### src/rtl/llm_params.sv
// rtl/llm_params.sv - shared widths, policy encoding and record types for the prefetch engine
package llm_params;

    localparam int CHI_ADDR_WIDTH  = 32;
    localparam int OFFSET_WIDTH    = 6;
    localparam int CACHELINE_SIZE  = 1 << OFFSET_WIDTH;
    localparam int PF_REGION_WIDTH = 12;
    localparam int PF_STRIDE_WIDTH = 8;
    localparam int PF_CONF_WIDTH   = 2;
    localparam int PF_LINE_WIDTH   = CHI_ADDR_WIDTH - OFFSET_WIDTH;
    localparam int PF_TAG_WIDTH    = CHI_ADDR_WIDTH - PF_REGION_WIDTH;

    typedef enum logic [1:0] {
        PF_SEQ      = 2'b00,
        PF_STRIDE   = 2'b01,
        PF_ADAPTIVE = 2'b10,
        PF_RSVD     = 2'b11
    } pf_policy_e;

    typedef struct packed {
        logic                       valid;
        logic [PF_TAG_WIDTH-1:0]    tag;
        logic [PF_LINE_WIDTH-1:0]   last_line;
        logic [PF_STRIDE_WIDTH-1:0] stride;
        logic [PF_CONF_WIDTH-1:0]   conf;
    } pf_stream_t;

    typedef struct packed {
        logic [PF_LINE_WIDTH-1:0] line;
        logic [2:0]               pri;
    } pf_req_t;

    function automatic logic [31:0] sat_add(input logic [31:0] a, input logic [31:0] b);
        logic [32:0] s;
        s = {1'b0, a} + {1'b0, b};
        return s[32] ? 32'hFFFF_FFFF : s[31:0];
    endfunction

endpackage

### src/rtl/llm_prefetch_engine_if.sv
// rtl/llm_prefetch_engine_if.sv - prefetch issue channel; the engine is master, the cache side is slave
interface llm_prefetch_engine_if import llm_params::*; #(
    parameter int ADDR_W = CHI_ADDR_WIDTH
);
    logic              prefetch_valid;
    logic [ADDR_W-1:0] prefetch_addr;
    logic [2:0]        prefetch_priority;
    logic              prefetch_ready;

    modport master (output prefetch_valid, prefetch_addr, prefetch_priority, input prefetch_ready);
    modport slave  (input prefetch_valid, prefetch_addr, prefetch_priority, output prefetch_ready);
endinterface

### src/rtl/llm_pf_fifo.sv
// rtl/llm_pf_fifo.sv - synchronous FIFO with flush; push while full is accepted only alongside a pop
module llm_pf_fifo #(
    parameter int WIDTH = 8,
    parameter int DEPTH = 8
) (
    input  logic                       clk,
    input  logic                       rst,
    input  logic                       flush,
    input  logic                       push,
    input  logic [WIDTH-1:0]           wdata,
    input  logic                       pop,
    output logic [WIDTH-1:0]           rdata,
    output logic                       full,
    output logic                       empty,
    output logic [$clog2(DEPTH+1)-1:0] count
);
    localparam int PW = (DEPTH > 1) ? $clog2(DEPTH) : 1;
    localparam int CW = $clog2(DEPTH+1);

    logic [WIDTH-1:0] mem [DEPTH];
    logic [PW-1:0]    wptr, rptr;
    logic             do_push, do_pop;

    assign full    = (count == CW'(DEPTH));
    assign empty   = (count == '0);
    assign do_pop  = pop && !empty;
    assign do_push = push && (!full || do_pop);
    assign rdata   = mem[rptr];

    function automatic logic [PW-1:0] bump(input logic [PW-1:0] p);
        return (p == PW'(DEPTH-1)) ? '0 : p + 1'b1;
    endfunction

    always_ff @(posedge clk) begin
        if (rst || flush) begin
            wptr  <= '0;
            rptr  <= '0;
            count <= '0;
        end else begin
            if (do_push) wptr <= bump(wptr);
            if (do_pop)  rptr <= bump(rptr);
            count <= count + CW'(do_push) - CW'(do_pop);
        end
    end

    always_ff @(posedge clk) begin
        if (do_push) mem[wptr] <= wdata;
    end
endmodule

### src/rtl/llm_prefetch_engine.sv
// rtl/llm_prefetch_engine.sv - multi-stream stride prefetcher: stream table, burst generator, issue FIFO
module llm_prefetch_engine import llm_params::*; #(
    parameter int ADDR_W      = CHI_ADDR_WIDTH,
    parameter int OFFSET_W    = OFFSET_WIDTH,
    parameter int REGION_W    = PF_REGION_WIDTH,
    parameter int NUM_STREAMS = 4,
    parameter int MAX_DEPTH   = 8,
    parameter int STRIDE_W    = PF_STRIDE_WIDTH,
    parameter int CONF_W      = PF_CONF_WIDTH,
    parameter int CONF_THRESH = 2,
    parameter int QUEUE_DEPTH = 8
) (
    input  logic                         clk,
    input  logic                         rst,
    input  logic                         prefetch_en,
    input  logic [1:0]                   prefetch_policy,
    input  logic [$clog2(MAX_DEPTH)-1:0] prefetch_depth,
    input  logic                         train_writes,
    input  logic                         access_valid,
    input  logic [ADDR_W-1:0]            access_addr,
    input  logic                         access_is_write,
    llm_prefetch_engine_if.master        pf,
    input  logic                         fb_valid,
    input  logic                         fb_hit,
    output logic [31:0]                  prefetch_count,
    output logic [31:0]                  prefetch_hit_count,
    output logic [31:0]                  prefetch_miss_count,
    output logic [31:0]                  prefetch_drop_count,
    output logic [$clog2(MAX_DEPTH):0]   eff_depth
);
    localparam int LINE_W  = ADDR_W - OFFSET_W;
    localparam int TAG_W   = ADDR_W - REGION_W;
    localparam int PAGE_SH = REGION_W - OFFSET_W;
    localparam int DW      = $clog2(MAX_DEPTH) + 1;
    localparam int IW      = (NUM_STREAMS > 1) ? $clog2(NUM_STREAMS) : 1;
    localparam int CW      = $clog2(QUEUE_DEPTH + 1);

    pf_policy_e        policy;
    pf_stream_t        tbl [NUM_STREAMS];
    pf_stream_t        cur, upd, fresh;
    logic [IW-1:0]     victim, hit_idx, free_idx;
    logic              train, hit, has_free, fits, in_range, confirm, trigger;
    logic [LINE_W-1:0] acc_line, delta, stride_ext;
    logic [TAG_W-1:0]  acc_tag;
    logic              unused_ok;

    assign policy    = pf_policy_e'(prefetch_policy);
    assign train     = access_valid && prefetch_en && (!access_is_write || train_writes);
    assign acc_line  = access_addr[ADDR_W-1:OFFSET_W];
    assign acc_tag   = access_addr[ADDR_W-1:REGION_W];
    assign unused_ok = ^access_addr[OFFSET_W-1:0];

    always_comb begin
        hit      = 1'b0;
        hit_idx  = '0;
        has_free = 1'b0;
        free_idx = '0;
        for (int i = NUM_STREAMS - 1; i >= 0; i--) begin
            if (tbl[i].valid && tbl[i].tag == acc_tag) begin
                hit     = 1'b1;
                hit_idx = IW'(i);
            end
            if (!tbl[i].valid) begin
                has_free = 1'b1;
                free_idx = IW'(i);
            end
        end
        cur        = tbl[hit_idx];
        delta      = acc_line - cur.last_line;
        stride_ext = {{(LINE_W - STRIDE_W){cur.stride[STRIDE_W-1]}}, cur.stride};
        fits       = (&delta[LINE_W-1:STRIDE_W-1]) || !(|delta[LINE_W-1:STRIDE_W-1]);
        in_range   = fits && (policy != PF_SEQ || delta == LINE_W'(1) || delta == '1);
        upd           = cur;
        upd.last_line = acc_line;
        confirm       = 1'b0;
        if (delta != '0) begin
            if (!in_range) begin
                upd.conf = '0;
            end else if (delta == stride_ext) begin
                confirm = 1'b1;
                if (cur.conf != '1) upd.conf = cur.conf + 1'b1;
            end else begin
                upd.stride = delta[STRIDE_W-1:0];
                upd.conf   = '0;
            end
        end
        fresh           = '0;
        fresh.valid     = 1'b1;
        fresh.tag       = acc_tag;
        fresh.last_line = acc_line;
    end

    // The delta that first sets a stride counts as one sighting, so conf+1 matching deltas are on record.
    assign trigger = train && hit && confirm && upd.stride != '0 && upd.conf >= CONF_W'(CONF_THRESH - 1);

    always_ff @(posedge clk) begin
        if (rst || !prefetch_en) begin
            for (int i = 0; i < NUM_STREAMS; i++) tbl[i] <= '0;
            if (rst) victim <= '0;
        end else if (train) begin
            if (hit) begin
                tbl[hit_idx] <= upd;
            end else if (has_free) begin
                tbl[free_idx] <= fresh;
            end else begin
                tbl[victim] <= fresh;
                victim      <= (victim == IW'(NUM_STREAMS - 1)) ? '0 : victim + 1'b1;
            end
        end
    end

    logic              gen_busy, page_end, push_ok, pop, full, empty;
    logic [LINE_W-1:0] gen_line, gen_stride;
    logic [TAG_W-1:0]  gen_tag;
    logic [DW-1:0]     gen_rem, rem_after;
    logic [2:0]        gen_pri;
    logic [CW-1:0]     fifo_count;
    logic [31:0]       drop_add;
    pf_req_t           wr_req, head;

    assign page_end  = gen_busy && gen_line[LINE_W-1:PAGE_SH] != gen_tag;
    assign pop       = !empty && pf.prefetch_ready;
    assign push_ok   = gen_busy && prefetch_en && !page_end && (!full || pop);
    assign rem_after = gen_rem - DW'(push_ok);
    assign wr_req    = '{line: gen_line, pri: gen_pri};

    always_comb begin
        drop_add = '0;
        if (!prefetch_en) begin
            drop_add = 32'(fifo_count) - 32'(pop);
            if (gen_busy) drop_add = drop_add + 32'(gen_rem);
        end else if (page_end) begin
            drop_add = 32'(gen_rem);
        end else if (trigger && gen_busy) begin
            drop_add = 32'(rem_after);
        end
    end

    always_ff @(posedge clk) begin
        if (rst || !prefetch_en) begin
            gen_busy <= 1'b0;
        end else if (trigger) begin
            gen_busy   <= 1'b1;
            gen_line   <= acc_line + stride_ext;
            gen_stride <= stride_ext;
            gen_tag    <= acc_tag;
            gen_rem    <= eff_depth;
            gen_pri    <= 3'(upd.conf);
        end else if (page_end) begin
            gen_busy <= 1'b0;
        end else if (push_ok) begin
            gen_line <= gen_line + gen_stride;
            gen_rem  <= rem_after;
            gen_busy <= (rem_after != '0);
        end
    end

    llm_pf_fifo #(.WIDTH($bits(pf_req_t)), .DEPTH(QUEUE_DEPTH)) u_fifo (
        .clk   (clk),
        .rst   (rst),
        .flush (!prefetch_en),
        .push  (push_ok),
        .wdata (wr_req),
        .pop   (pop),
        .rdata (head),
        .full  (full),
        .empty (empty),
        .count (fifo_count)
    );

    assign pf.prefetch_valid    = !empty;
    assign pf.prefetch_addr     = empty ? '0 : {head.line, {OFFSET_W{1'b0}}};
    assign pf.prefetch_priority = empty ? '0 : head.pri;

    logic [3:0] win_cnt;
    logic [4:0] win_hits, win_total;
    assign win_total = win_hits + 5'(fb_hit);

    always_ff @(posedge clk) begin
        if (rst || policy != PF_ADAPTIVE) begin
            eff_depth <= DW'(prefetch_depth) + 1'b1;
            win_cnt   <= '0;
            win_hits  <= '0;
        end else if (fb_valid) begin
            if (win_cnt == 4'd15) begin
                if (win_total >= 5'd12 && eff_depth != DW'(MAX_DEPTH)) eff_depth <= eff_depth + 1'b1;
                else if (win_total < 5'd8 && eff_depth != DW'(1))      eff_depth <= eff_depth - 1'b1;
                win_cnt  <= '0;
                win_hits <= '0;
            end else begin
                win_cnt  <= win_cnt + 1'b1;
                win_hits <= win_total;
            end
        end
    end

    always_ff @(posedge clk) begin
        if (rst) begin
            prefetch_count      <= '0;
            prefetch_hit_count  <= '0;
            prefetch_miss_count <= '0;
            prefetch_drop_count <= '0;
        end else begin
            if (pop)                 prefetch_count      <= sat_add(prefetch_count, 32'd1);
            if (fb_valid && fb_hit)  prefetch_hit_count  <= sat_add(prefetch_hit_count, 32'd1);
            if (fb_valid && !fb_hit) prefetch_miss_count <= sat_add(prefetch_miss_count, 32'd1);
            if (drop_add != '0)      prefetch_drop_count <= sat_add(prefetch_drop_count, drop_add);
        end
    end
endmodule
### src/flat_wrapper.sv
// flat-port wrapper written by rule: the top's interface ports become plain ports
module llm_prefetch_engine_flat import llm_params::*;
#(
    parameter int ADDR_W      = CHI_ADDR_WIDTH,
    parameter int OFFSET_W    = OFFSET_WIDTH,
    parameter int REGION_W    = PF_REGION_WIDTH,
    parameter int NUM_STREAMS = 4,
    parameter int MAX_DEPTH   = 8,
    parameter int STRIDE_W    = PF_STRIDE_WIDTH,
    parameter int CONF_W      = PF_CONF_WIDTH,
    parameter int CONF_THRESH = 2,
    parameter int QUEUE_DEPTH = 8
)
  (clk, rst, prefetch_en, prefetch_policy, prefetch_depth, train_writes, access_valid, access_addr, access_is_write, fb_valid, fb_hit, prefetch_count, prefetch_hit_count, prefetch_miss_count, prefetch_drop_count, eff_depth, pf_prefetch_valid, pf_prefetch_addr, pf_prefetch_priority, pf_prefetch_ready);
  llm_prefetch_engine_if #(.ADDR_W(ADDR_W)) pf_i ();
  input  logic clk;
  input  logic rst;
  input  logic prefetch_en;
  input  logic [1:0] prefetch_policy;
  input  logic [$clog2(MAX_DEPTH)-1:0] prefetch_depth;
  input  logic train_writes;
  input  logic access_valid;
  input  logic [ADDR_W-1:0] access_addr;
  input  logic access_is_write;
  input  logic fb_valid;
  input  logic fb_hit;
  output logic [31:0] prefetch_count;
  output logic [31:0] prefetch_hit_count;
  output logic [31:0] prefetch_miss_count;
  output logic [31:0] prefetch_drop_count;
  output logic [$clog2(MAX_DEPTH):0] eff_depth;
  output wire logic [$bits(pf_i.prefetch_valid)-1:0] pf_prefetch_valid;
  output wire logic [$bits(pf_i.prefetch_addr)-1:0] pf_prefetch_addr;
  output wire logic [$bits(pf_i.prefetch_priority)-1:0] pf_prefetch_priority;
  input wire logic [$bits(pf_i.prefetch_ready)-1:0] pf_prefetch_ready;
  assign pf_prefetch_valid = pf_i.prefetch_valid;
  assign pf_prefetch_addr = pf_i.prefetch_addr;
  assign pf_prefetch_priority = pf_i.prefetch_priority;
  assign pf_i.prefetch_ready = pf_prefetch_ready;
  llm_prefetch_engine #(.ADDR_W(ADDR_W), .OFFSET_W(OFFSET_W), .REGION_W(REGION_W), .NUM_STREAMS(NUM_STREAMS), .MAX_DEPTH(MAX_DEPTH), .STRIDE_W(STRIDE_W), .CONF_W(CONF_W), .CONF_THRESH(CONF_THRESH), .QUEUE_DEPTH(QUEUE_DEPTH)) u_core (.clk(clk), .rst(rst), .prefetch_en(prefetch_en), .prefetch_policy(prefetch_policy), .prefetch_depth(prefetch_depth), .train_writes(train_writes), .access_valid(access_valid), .access_addr(access_addr), .access_is_write(access_is_write), .pf(pf_i), .fb_valid(fb_valid), .fb_hit(fb_hit), .prefetch_count(prefetch_count), .prefetch_hit_count(prefetch_hit_count), .prefetch_miss_count(prefetch_miss_count), .prefetch_drop_count(prefetch_drop_count), .eff_depth(eff_depth));
endmodule
### config.mk
export PLATFORM = sky130hd
export DESIGN_NAME = llm_prefetch_engine_flat
export DESIGN_NICKNAME = d
export VERILOG_FILES = /design/src/rtl/llm_params.sv /design/src/rtl/llm_prefetch_engine_if.sv /design/src/rtl/llm_pf_fifo.sv /design/src/rtl/llm_prefetch_engine.sv /design/src/flat_wrapper.sv
export SDC_FILE = /design/constraint.sdc
export NUM_CORES = 1
export LEC_CHECK = 0
export ABC_AREA = 1
export CAP_MARGIN = 20
export CORE_MARGIN = 4
export CORE_UTILIZATION = 45
export CTS_BUF_LIST = sky130_fd_sc_hd__clkbuf_16
export CTS_CLUSTER_DIAMETER = 60
export DETAILED_ROUTE_END_ITERATION = 7
export DONT_BUFFER_PORTS = 1
export GPL_TIMING_DRIVEN = 0
export PLACE_DENSITY_LB_ADDON = 0.15
export SLEW_MARGIN = 10
export SYNTH_ARGS = -nofsm -noshare
export SYNTH_HDL_FRONTEND = slang
export SYNTH_HIERARCHICAL = 1
export SYNTH_SLANG_ARGS = --single-unit
### constraint.sdc
create_clock -name clk -period 7.3 [get_ports clk]
set_input_delay 0.73 -clock clk [delete_from_list [all_inputs] [get_ports clk]]
set_output_delay 0.73 -clock clk [all_outputs]
set_load 0.01 [all_outputs]
# == Word level (Yosys, flattened, before mapping) ==
# Memories as Yosys holds them, arrays and structs flattened. A register that Yosys moved wholly into a read port is not among the register bits.
# Index checks and enable logic that the tools add are counted.
# word_totals
regBits,214
ram_bits,452
output_inout_bits,168
elab_cells,212
mem_count,2
# op_classes
n_addsub,21
magnitude_cmp,3
n_eq_ne,21
n_mux,88
bitwise_logic,1
n_reduce_logical,59
# mem_list
memory,words,width,read_ports,rd_clocked_by_memory_dff,wr,line_no,rtl
u_core.tbl,4,57,5,0,4,llm_prefetch_engine.sv:39,pf_stream_t tbl [NUM_STREAMS];
u_core.u_fifo.mem,8,28,1,1,1,llm_pf_fifo.sv:20,logic [WIDTH-1:0] mem [DEPTH];
# ops
operator,count
32-bit 2-to-1 mux,8
57-bit 2-to-1 mux,3
57-bit OR reduction,3
32-bit by 1-bit adder with 33-bit output (second input constant),3
20-bit == test,4
26-bit 2-to-1 mux,3
26-bit adder,2
2-bit 2-to-1 mux,20
4-bit 2-to-1 mux,10
1-bit 2-to-1 mux,35
32-bit by 32-bit adder with 33-bit output,1
32-bit by 4-bit adder with 32-bit output,1
32-bit nonzero test,1
26-bit by 1-bit == test with 1-bit output (second input constant),1
26-bit == test,1
26-bit == test (second input constant),1
26-bit nonzero test,1
26-bit subtractor,1
1-bit logical AND,23
20-bit != test,1
19-bit AND reduction,1
19-bit OR reduction,1
8-bit 2-to-1 mux,2
3-bit 2-to-1 mux,5
32 further kinds,61

# == Longest topological paths before layout ==
# Gate-level depths: netlist (run 1).
# An unclocked memory read counts as a cell.
# depth
word_depth,24
ltp_mapped,68

# == By module ==
# The synthesis (run 1) kept the hierarchy.
# modules_own_cells
module,instances,cells_per_inst,area_per_inst_um2
llm_prefetch_engine,1,3576,27401.3
llm_pf_fifo,1,748,9659.3

# == Least setup slack after synthesis (run 1) ==
# No wires, ideal clock.
# synth_timing
kind,input to register
startpoint,input port access_addr[24]
endpoint,register u_core.prefetch_drop_count[19]
t_arrival_ps,7891
required_ps,7187
slack_ps,-703
cell_stages,59
cell_sequence,buf_2 inv_1 nand2_1 nand2_1 nor2_1 nand2_1 nor2_1 nand2_1 nor2_1 nand2_1 nand2_4 nand2_4 buf_6 inv_1 clkbuf_1 clkbuf_1 nand2_1 a32o_1 [... 23 more ...] o21ai_0 a21oi_1 o21bai_1 nand3_1 nand2_1 nand2_1 nand2_1 nand2_1 nand2_1 a21oi_1 o21bai_1 nand3_1 nand2_1 a31oi_1 clkbuf_1 nand3_1 nor2_1 nor2_1
# synth_via
elab_chain_len,23
# synth_rtl
element,line_no,rtl
"start, declared",flat_wrapper.sv:23,input logic [ADDR_W-1:0] access_addr;
20-bit == test,llm_prefetch_engine.sv:59,if (tbl[i].valid && tbl[i].tag == acc_tag) begin
1-bit logical AND,llm_prefetch_engine.sv:59,
2-bit 2-to-1 mux (4 in a row),llm_prefetch_engine.sv:59,
memory 4 x 57 bit,-,
26-bit subtractor,llm_prefetch_engine.sv:69,delta = acc_line - cur.last_line;
26-bit by 1-bit == test with 1-bit output or 19-bit OR reduction (tied branches),"llm_prefetch_engine.sv:72, llm_prefetch_engine.sv:71",
1-bit logical OR or 1-bit logical NOT (tied branches),"llm_prefetch_engine.sv:72, llm_prefetch_engine.sv:71",
1-bit logical OR (on tied branches),"llm_prefetch_engine.sv:72, llm_prefetch_engine.sv:71",
[... 4 more ...],-,
1-bit logical AND,llm_prefetch_engine.sv:94,assign trigger = train && hit && confirm && upd.stride != '0 && upd.conf >= CONF_W'(CONF_THRESH - 1);
1-bit logical AND (*),llm_prefetch_engine.sv:94,
1-bit logical AND (*),llm_prefetch_engine.sv:134,end else if (trigger && gen_busy) begin
4-bit 2-to-1 mux (*),llm_prefetch_engine.sv:134,
32-bit 2-to-1 mux (*),llm_prefetch_engine.sv:132,end else if (page_end) begin
32-bit 2-to-1 mux (*),llm_prefetch_engine.sv:129,if (!prefetch_en) begin
32-bit by 32-bit adder with 33-bit output,llm_params.sv:35,"s = {1'b0, a} + {1'b0, b};"
32-bit 2-to-1 mux,llm_params.sv:36,return s[32] ? 32'hFFFF_FFFF : s[31:0];
"end signal, assigned",llm_prefetch_engine.sv:207,"if (drop_add != '0) prefetch_drop_count <= sat_add(prefetch_drop_count, drop_add);"
"end, declared",llm_prefetch_engine.sv:28,"output logic [31:0] prefetch_drop_count,"
# Every way passes the cells marked *; elsewhere a longest branch is shown, timed or not.
# A chain may end at the register's enable or synchronous reset.

==> results summary, run 1 <==
The run finished, with violations left. The final reports fail on setup timing. For the pin with the worst max-slew slack, the measured transition is 1.057 ns.

Detailed placement finished with a half-perimeter wire length of 78480 µm. The largest area contributor in the netlist is edfxtp_1. The average routed wire per standard cell is 19.22 µm. The count of nets left with antenna violations after detail routing came out at 0. For this run, design rule violations remaining after detail routing come to 0. The minimum clock period after layout is 7.686 ns. For this design, the sink count on the clock tree is 677.

After Yosys synthesis, XOR and XNOR cells account for 4.088% of the synthesized area. The post-synthesis area per instance is 8.571 µm². Pin placement for this block handled 214 I/O pins. On the critical path, the stage with the largest delay is an instance of edfxtp_1. The count of distinct cell types in the synthesized netlist is 60. The worst setup path is launched from a register. The number of synthesis warnings is 6. The total power after layout is 9.292 mW. The fraction of final layout cells with drive strength greater than 1 came out at 17.10%. The final setup TNS is -12.15 ns. The data required time at the worst endpoint is 7.87 ns. The number of clock buffers inserted by TritonCTS is 84. The total of endpoints with negative setup slack in the final report came out at 35. The pin count of the biggest net entering global routing came out at 39. The share of the clock period used by the worst path came out at 105.3%. The count of endpoints failing hold in the final timing report is 0.

The initial antenna violation count is 2. Setup repair after global routing could not meet its margin everywhere. The arrival time reported for the critical path endpoint is 8.25 ns.

The global-route total usage across every layer is 24.52%. After synthesis the netlist holds a flip-flop and latch count of 677. The count of hold-fix buffers inserted at cts is 0. The fraction of the mapped netlist area in compound gates is 9.835%. The placer congestion estimate is 0.9245. The routed via count divided by cell count came out at 5.352.

The maximum clock frequency is 0.1301 GHz. The final cell count without fillers came out at 5746. The worst hold path passes through 0 cells.

The H-tree depth came out at 3. The class of the most critical hold timing path is in2reg. The TritonCTS clock tree is yes.

Summed over its instances, the top area cell type makes up 42.62% of the synthesized netlist area. The first detailed-routing pass took 5 iterations. The leakage power of the design came out at 18.48 nW.

The floorplan step defined a die boundary enclosing 0.08701 mm². For this block, the via count after detailed routing is 30750. Headroom to the max-slew limit came out at 29.25%.

The worst ir drop on vdd came out at 0.1789 mV. The largest buffer count on any clock path is 3. For this run, asynchronously set or reset flops after synthesis account for 0%.

The number of instances in the synthesized netlist is 4324. Wires add up to 110400 µm. The floorplan has 104 rows. For this run the aggregate overflow at the end of global routing stands at 0. In this run the clock root is driven by a clkbuf_16. Of the total synthesized cell area, the portion taken by full adders, half adders and majority gates is 4.882%. The fraction of synthesized area in multiplexers came out at 0.1080%. The post-route standard cell area excluding fillers is 0.04467 mm². The simple-gate share of the synthesized area came out at 22.87%.

The number of enable flip-flop cells after synthesis came out at 526. The critical path in this run is classified as reg2reg. The final worst slack came out at -0.3857 ns. The first global-routing pass estimated 166900 µm of wire.

The number of buffers and inverters on the critical path is 9. The CTS clock-pin slew for the worst setup and hold paths is 0.06 ns. The total stage count of the critical path came out at 58. After synthesis, the cell types taking the most area are edfxtp_1 43%, nand2_1 9.4%, dfxtp_1 8.2%, nor2_1 6.6%, inv_1 5.2%. The count of input and output buffers came out at 0. Counting tap cells, the placed design contains a total of 5431 instances. The worst hold slack came out at 0.1930 ns. The max-slew violation total from the final report is 0. The part of the Yosys area used for sequential elements came out at 50.78%. The chip height came out at 295.0 µm. The floorplan step set the die width to 295.0 µm. The worst setup slack before clock tree synthesis is -2.493 ns.

Among all flip-flop cells after synthesis, the most frequent one is edfxtp_1. By area, the combinational part of the netlist is dominated by simple AND/OR/NAND/NOR gates. The max capacitance violation total came out at 0. The core region is 0.08107 mm². The worst register-to-register path has a depth of 58.

The areal power density over the cells is 208.0 mW/mm². The maximum clock skew at final layout is 0.03409 ns. The initial cell density of the core is 45.72%. The delay of the slowest cell on the worst path is 0.39 ns. The utilization after layout is 55.11%.

Broken down by cell family, the worst path's largest delay share belongs to simple AND/OR/NAND/NOR gates. The number of DRC violations after detailed-routing iteration 0 is 2604. The via count of the first global-routing pass came out at 29500. The latest clock arrival within the worst-skew pair came out at 0.64 ns.

Along the worst path, the maximum fanout reaches 7. STA classifies the critical path endpoint as a register. The total placed instance area is 0.03925 mm². The post-synthesis instance area is 0.03706 mm². The relative area change from synthesis to final layout is 20.54%. The net total in the final layout came out at 4804.
registers in the layout, indices dropped and copies added, names as in the netlist, 2 cells and up, named ones only:
| name | flops |
|---|---|
| u_core/prefetch_drop_count | 32 |
| u_core/prefetch_hit_count | 32 |
| u_core/victim | 2 |
| u_core/u_fifo/rptr | 3 |
| u_core/prefetch_count | 32 |
| u_core/gen_line | 26 |
| u_core/tbl | 228 |
| u_core/prefetch_miss_count | 32 |
| u_core/gen_rem | 4 |
| u_core/gen_tag | 20 |
| u_core/u_fifo/count | 4 |
| u_core/eff_depth | 4 |
| u_core/win_hits | 5 |
| u_core/u_fifo/wptr | 3 |
| u_core/win_cnt | 4 |
| u_core/u_fifo/mem | 232 |
| u_core/gen_pri | 2 |
| u_core/gen_stride | 8 |
synthesized netlist by cell type (13+ instances only):
master	number
clkbuf_1	66
nor3_1	60
dfxtp_1	151
or2_2	30
buf_4	16
xnor2_1	76
a32o_1	14
nand3_2	24
edfxtp_1	526
nand3_1	186
nand2_1	932
nand4_1	60
o22ai_1	66
a21oi_1	231
buf_2	25
ha_1	135
buf_6	16
xor2_1	97
o21ai_0	212
inv_2	13
a31oi_1	22
inv_1	515
nor4_1	19
o21ai_1	29
nor2_1	656
layout by cell type, fill, tap and decap left out, types with 31 or more instances in the layout:
cell and n:
inv_1 511, nor2_2 44, nand3_2 40, nor3_1 42, nand2_1 852, ha_1 112
dfxtp_1 151, o21ai_0 200, o21ai_1 31, a21oi_1 211, nor2_1 610, clkbuf_1 49
o22ai_1 65, xor2_1 85, clkbuf_16 92, nand3_1 163, xnor2_1 71, edfxtp_1 526
buf_4 184, nand4_1 60, nand2_2 61
power by group:
group,total (mW),switching [mW],internal [mW]
Sequential,4.29,0.0720,4.22
Combinational,0.940,0.572,0.369
Clock,4.06,1.70,2.36
Total,9.29,2.35,6.94
worst paths after layout:
path	startpoint	to	slack [ns]
worst max-delay path	u_core/tbl[2][41]$_SDFFCE_PN0P_	u_core/prefetch_drop_count[2]$_SDFFE_PP0P_	-0.39
worst min-delay path	access_addr[30]	u_core/gen_tag[18]$_DFFE_PP_	0.19
worst max register to register	u_core/tbl[2][41]$_SDFFCE_PN0P_	u_core/prefetch_drop_count[2]$_SDFFE_PP0P_	-0.39
worst min register to register	u_core/win_hits[0]$_SDFFE_PN0P_	u_core/win_hits[0]$_SDFFE_PN0P_	0.47
worst register-to-register path, delay by kind of cell (launching register included):
kind,cells,cell delay [ns]
flops,1,0.39
buf+inv,9,1.00
mux,1,0.19
fa+ha+maj,3,0.88
simple gates,36,3.93
xor+xnor,1,0.17
compound gates,8,1.06
metal layers:
layer  part of all wire (%)  wire [µm]  vias up  GRT usage, %
met5                      0          0        -             0
met4                    3.6       3982        0         8.303
met3                    6.2       6818      222         3.794
met2                     47      52280      970         41.16
met1                     43      47370    14550         32.63
li1                       -          -    15010             -
area by class of cell:
type / instances / area [µm²]
Timing Repair Buffer: 196 / 1710
Clock buffer: 85 / 2127
Antenna cell: 2 / 5.005
Sequential cell: 677 / 18820
Fill cell: 7306 / 36390
Multi-Input combinational cell: 2993 / 17100
Tap cell: 1060 / 1326
Clock inverter: 68 / 586.8
Inverter: 530 / 2011
Buffer: 135 / 987.2
cells by family (layout without fill, tap and decap cells):
family / count (synthesis) / count (layout)
simple gates: 2014 / 2015
flops: 677 / 677
buf+inv: 668 / 1014
compound gates: 646 / 646
xor+xnor: 173 / 173
fa+ha+maj: 141 / 141
mux: 4 / 4
other cells: 1 / 16
what timing repair did:
action,CTS,global route
setup buffers,126,32
gates resized for setup,224,115
setup endpoints to repair,62,65
pin swaps,108,110
hold endpoints to repair,0,0
gates cloned,4,2
(Power assumes the default switching activity.)
==> run 2: changes to the inputs <==
Settings changed: CORE_ASPECT_RATIO set to 0.7.
==> run 2 against run 1 <==
- the run still ends with setup timing left
- cell area decreased by 1.7%
- count of clock-buffer cells in the layout decreased by 9
- critical path depth decreased by 2
- clock power decreased by 7.4%
- first-iteration DRC count increased by 15%
- register-to-register slack got worse by 0.05 ns
- sequential cell count unchanged
- highest routed layer is now met5
- clock skew decreased by 0.012 ns
- fmax decreased by 0.64%
==> results summary, run 2 (same netlist as run 1, synthesis figures left out) <==
The max capacitance violation total came out at 0 (unchanged). The met3 track demand over resource in global routing is 4.103% (was 3.794%). The count of hold-fix buffers inserted at cts came to 0 (unchanged).

The count of nets left with antenna violations after detail routing came to 0 (unchanged). The logic gate share of total power was 10.1% (about the same). The maximum clock skew at final layout is 0.02163 ns (was 0.03409 ns). The average routed wire per standard cell was 19.35 µm (was 19.22 µm). The number of search-and-repair iterations in the first detailed-routing pass is 6 (was 5).

The number of instances in the placed design is 5440 (was 5431). The die outline width is 351.0 µm (was 295.0 µm). The kind of cell adding the most delay to the critical path is simple AND/OR/NAND/NOR gates (unchanged). The final setup TNS is -12.35 ns (was -12.15 ns). Counting stages on the worst path, the most repeated cell is buf_4. The startpoint-to-endpoint class of the critical path is reg2reg (unchanged). The leakage power of the design is 18.07 nW (was 18.48 nW). The switching share of power came out at 25.02% (was 25.26%). Violations in the final reports: setup timing (unchanged). Biggest regs: u_core/u_fifo/mem (232), u_core/tbl (228) (unchanged). The arrival time reported for the critical path endpoint is 8.26 ns (was 8.25 ns).

The count of input and output buffers is 0 (unchanged). The sink count of the clock tree is 677 (unchanged). The chip height is 248.1 µm (was 295.0 µm). The detailed-route via count came out at 30580 (was 30750). The part of the total power dissipated in sequential elements came out at 47.9% (was 46.2%). The global-route total usage across every layer came to 24.59% (was 24.52%).

The relative area change from synthesis to final layout is 18.48% (was 20.54%). The areal power density over the cells came out at 203.8 mW/mm² (was 208.0 mW/mm²). The placed wire-length estimate after detailed placement is 79490 µm (was 78480 µm).

The routed via count divided by cell count is 5.373 (was 5.352). The post-route standard cell area excluding fillers came out at 0.04391 mm² (was 0.04467 mm²). The leftover overflow at the end of global routing came to 0 (unchanged). The pin count of the biggest net entering global routing was 39 (unchanged). The share of the clock period used by the worst path is 106.0% (was 105.3%).

The area inside the core boundary came to 0.08110 mm² (was 0.08107 mm²). The die area came out at 0.08709 mm² (was 0.08701 mm²). The minimum clock period after layout came to 7.735 ns (was 7.686 ns).

The share of power burned in the clock network was 42.0% (was 43.7%). The internal power component is 6.711 mW (was 6.945 mW). The cell type of the slowest stage on the worst timing path is edfxtp_1 (unchanged).

The max-slew violation total from the final report is 0 (unchanged). The net switching power of the design was 2.240 mW (was 2.348 mW). The sum of routed wire length over all layers came out at 110200 µm (was 110400 µm). The final worst slack came to -0.4349 ns (was -0.3857 ns).

The delay of the slowest cell on the worst path is 0.42 ns (was 0.39 ns). The I/O pin count came out at 214 (unchanged). The latest clock arrival within the worst-skew pair came to 0.64 ns (about the same).

The fraction of final layout cells with drive strength greater than 1 came out at 15.47% (was 17.10%). The worst ir drop on vdd came out at 0.1738 mV (was 0.1789 mV). The number of flip-flops in the largest register came out at 232 (unchanged).

The via count of the first global-routing pass was 28120 (was 29500). The number of clock buffers inserted by TritonCTS was 73 (was 84). The number of filler cells placed in the layout is 7374 (was 7306). The number of standard-cell rows in the floorplan came out at 87 (was 104).

Unrepaired setup endpoints after global routing: true (unchanged). The most frequent standard cell in the layout excluding fill and tap cells was nand2_1 (unchanged). The maximum clock frequency is 0.1293 GHz (was 0.1301 GHz).

The data required time at the worst endpoint came out at 7.82 ns (was 7.87 ns). The initial antenna violation count is 6 (was 2). The initial cell density of the core is 45.70% (was 45.72%).

The remaining routing DRC violations is 0 (unchanged). The highest fanout seen on the critical path came out at 5 (was 7). The TritonCTS clock tree is yes (unchanged). The final cell count without fillers was 5692 (was 5746). The total of endpoints with negative setup slack in the final report came out at 35 (unchanged).

The net total in the final layout is 4751 (was 4804). The met2 track demand over resource came to 37.05% (was 41.16%). Commonest non-fill, non-tap cells in the layout: 858 x nand2_1, 620 x nor2_1, 526 x edfxtp_1 (was 852 x nand2_1, 610 x nor2_1, 526 x edfxtp_1). Status: finished with violations (unchanged). The total placed instance area is 0.03929 mm² (was 0.03925 mm²). The wire length of the first global-routing pass is 166100 µm (was 166900 µm). The number of DRC violations after detailed-routing iteration 0 is 3000 (was 2604). The worst slew margin relative to its limit came to 23.63% (was 29.25%).

The placer congestion estimate is 0.9327 (was 0.9245). The count of endpoints failing hold in the final timing report is 0 (unchanged). The layer with the highest usage after global routing is met2 (unchanged). The root buffer selected by CTS is clkbuf_16 (unchanged). The met1 layer usage reported by global route came out at 36.85% (was 32.63%).

The register with the most flip-flops was u_core/u_fifo/mem (unchanged). The total power after layout came out at 8.951 mW (was 9.292 mW). The total buffers and inverters traversed by the critical path is 16 (was 9). The H-tree depth came out at 3 (unchanged). The largest buffer count on any clock path came out at 3 (unchanged). The CTS clock-pin slew for the worst setup and hold paths came out at 0.06 ns (about the same). The startpoint type of the worst setup path is a register (unchanged). The class of the most critical hold timing path is in2reg (unchanged).

The transition time at the pin with the least slew margin came out at 1.141 ns (was 1.057 ns). The category of the worst setup path capture point is a register (unchanged).
run 2: timing repair:
action | 4_1_cts | 5_1_grt
pin swaps | 101 | 103
gates resized for setup | 216 | 89
gates cloned | 5 | 1
setup buffers | 92 | 22
setup endpoints to repair | 62 | 35
run 2: layer usage:
metal  routed length, µm  part of all wire, %
met5                   7               0.0064
met4                2560                  2.3
met3                8020                  7.3
met2               47680                   43
met1               51890                   47
run 2: final timing paths:
path         slack, ns  cells after the start                                     endpoint                            start
max              -0.43                     56  u_core/prefetch_drop_count[16]$_SDFFE_PP0P_  u_core/tbl[1][40]$_SDFFCE_PN0P_
min               0.19                      0                 u_core/gen_tag[13]$_DFFE_PP_                  access_addr[25]
max reg2reg      -0.43                     56  u_core/prefetch_drop_count[16]$_SDFFE_PP0P_  u_core/tbl[1][40]$_SDFFCE_PN0P_
min reg2reg       0.48                      2              u_core/win_hits[0]$_SDFFE_PN0P_  u_core/win_hits[0]$_SDFFE_PN0P_
run 2: cell type report:
| class | count | area, µm² | area share (%) |
|---|---|---|---|
| Clock buffer | 76 | 1902 | 4.331 |
| Timing Repair Buffer | 155 | 1358 | 3.092 |
| Clock inverter | 58 | 508.0 | 1.157 |
| Antenna cell | 1 | 2.502 | 0.005699 |
| Tap cell | 1068 | 1336 | 3.043 |
| Inverter | 530 | 2013 | 4.585 |
| Multi-Input combinational cell | 2992 | 16980 | 38.67 |
| Sequential cell | 677 | 18820 | 42.85 |
| Buffer | 135 | 993.5 | 2.262 |
run 2: power groups by stage:
| stage | Sequential (mW) | Clock, mW | Combinational [mW] |
|---|---|---|---|
| after floorplan | 4.35 | 0 | 0.528 |
| after global placement | 4.38 | 0 | 0.692 |
| after detailed placement | 4.37 | 0 | 0.715 |
| after CTS | 4.29 | 3.85 | 0.841 |
| after global routing | 4.29 | 4.02 | 0.990 |
| final | 4.29 | 3.76 | 0.906 |
run 2: through the flow:
| stage | utilization, % | hold WS (ns) | worst slack [ns] |
|---|---|---|---|
| after floorplan | - | 0.4488 | 0.02090 |
| after global placement | 47.86 | 0.4562 | -5.368 |
| after detailed placement | 48.45 | 0.4679 | -2.576 |
| after CTS | 53.51 | 0.1418 | -0.1907 |
| after global routing | 54.14 | 0.1491 | -0.8491 |
| final | 54.15 | 0.1882 | -0.4349 |
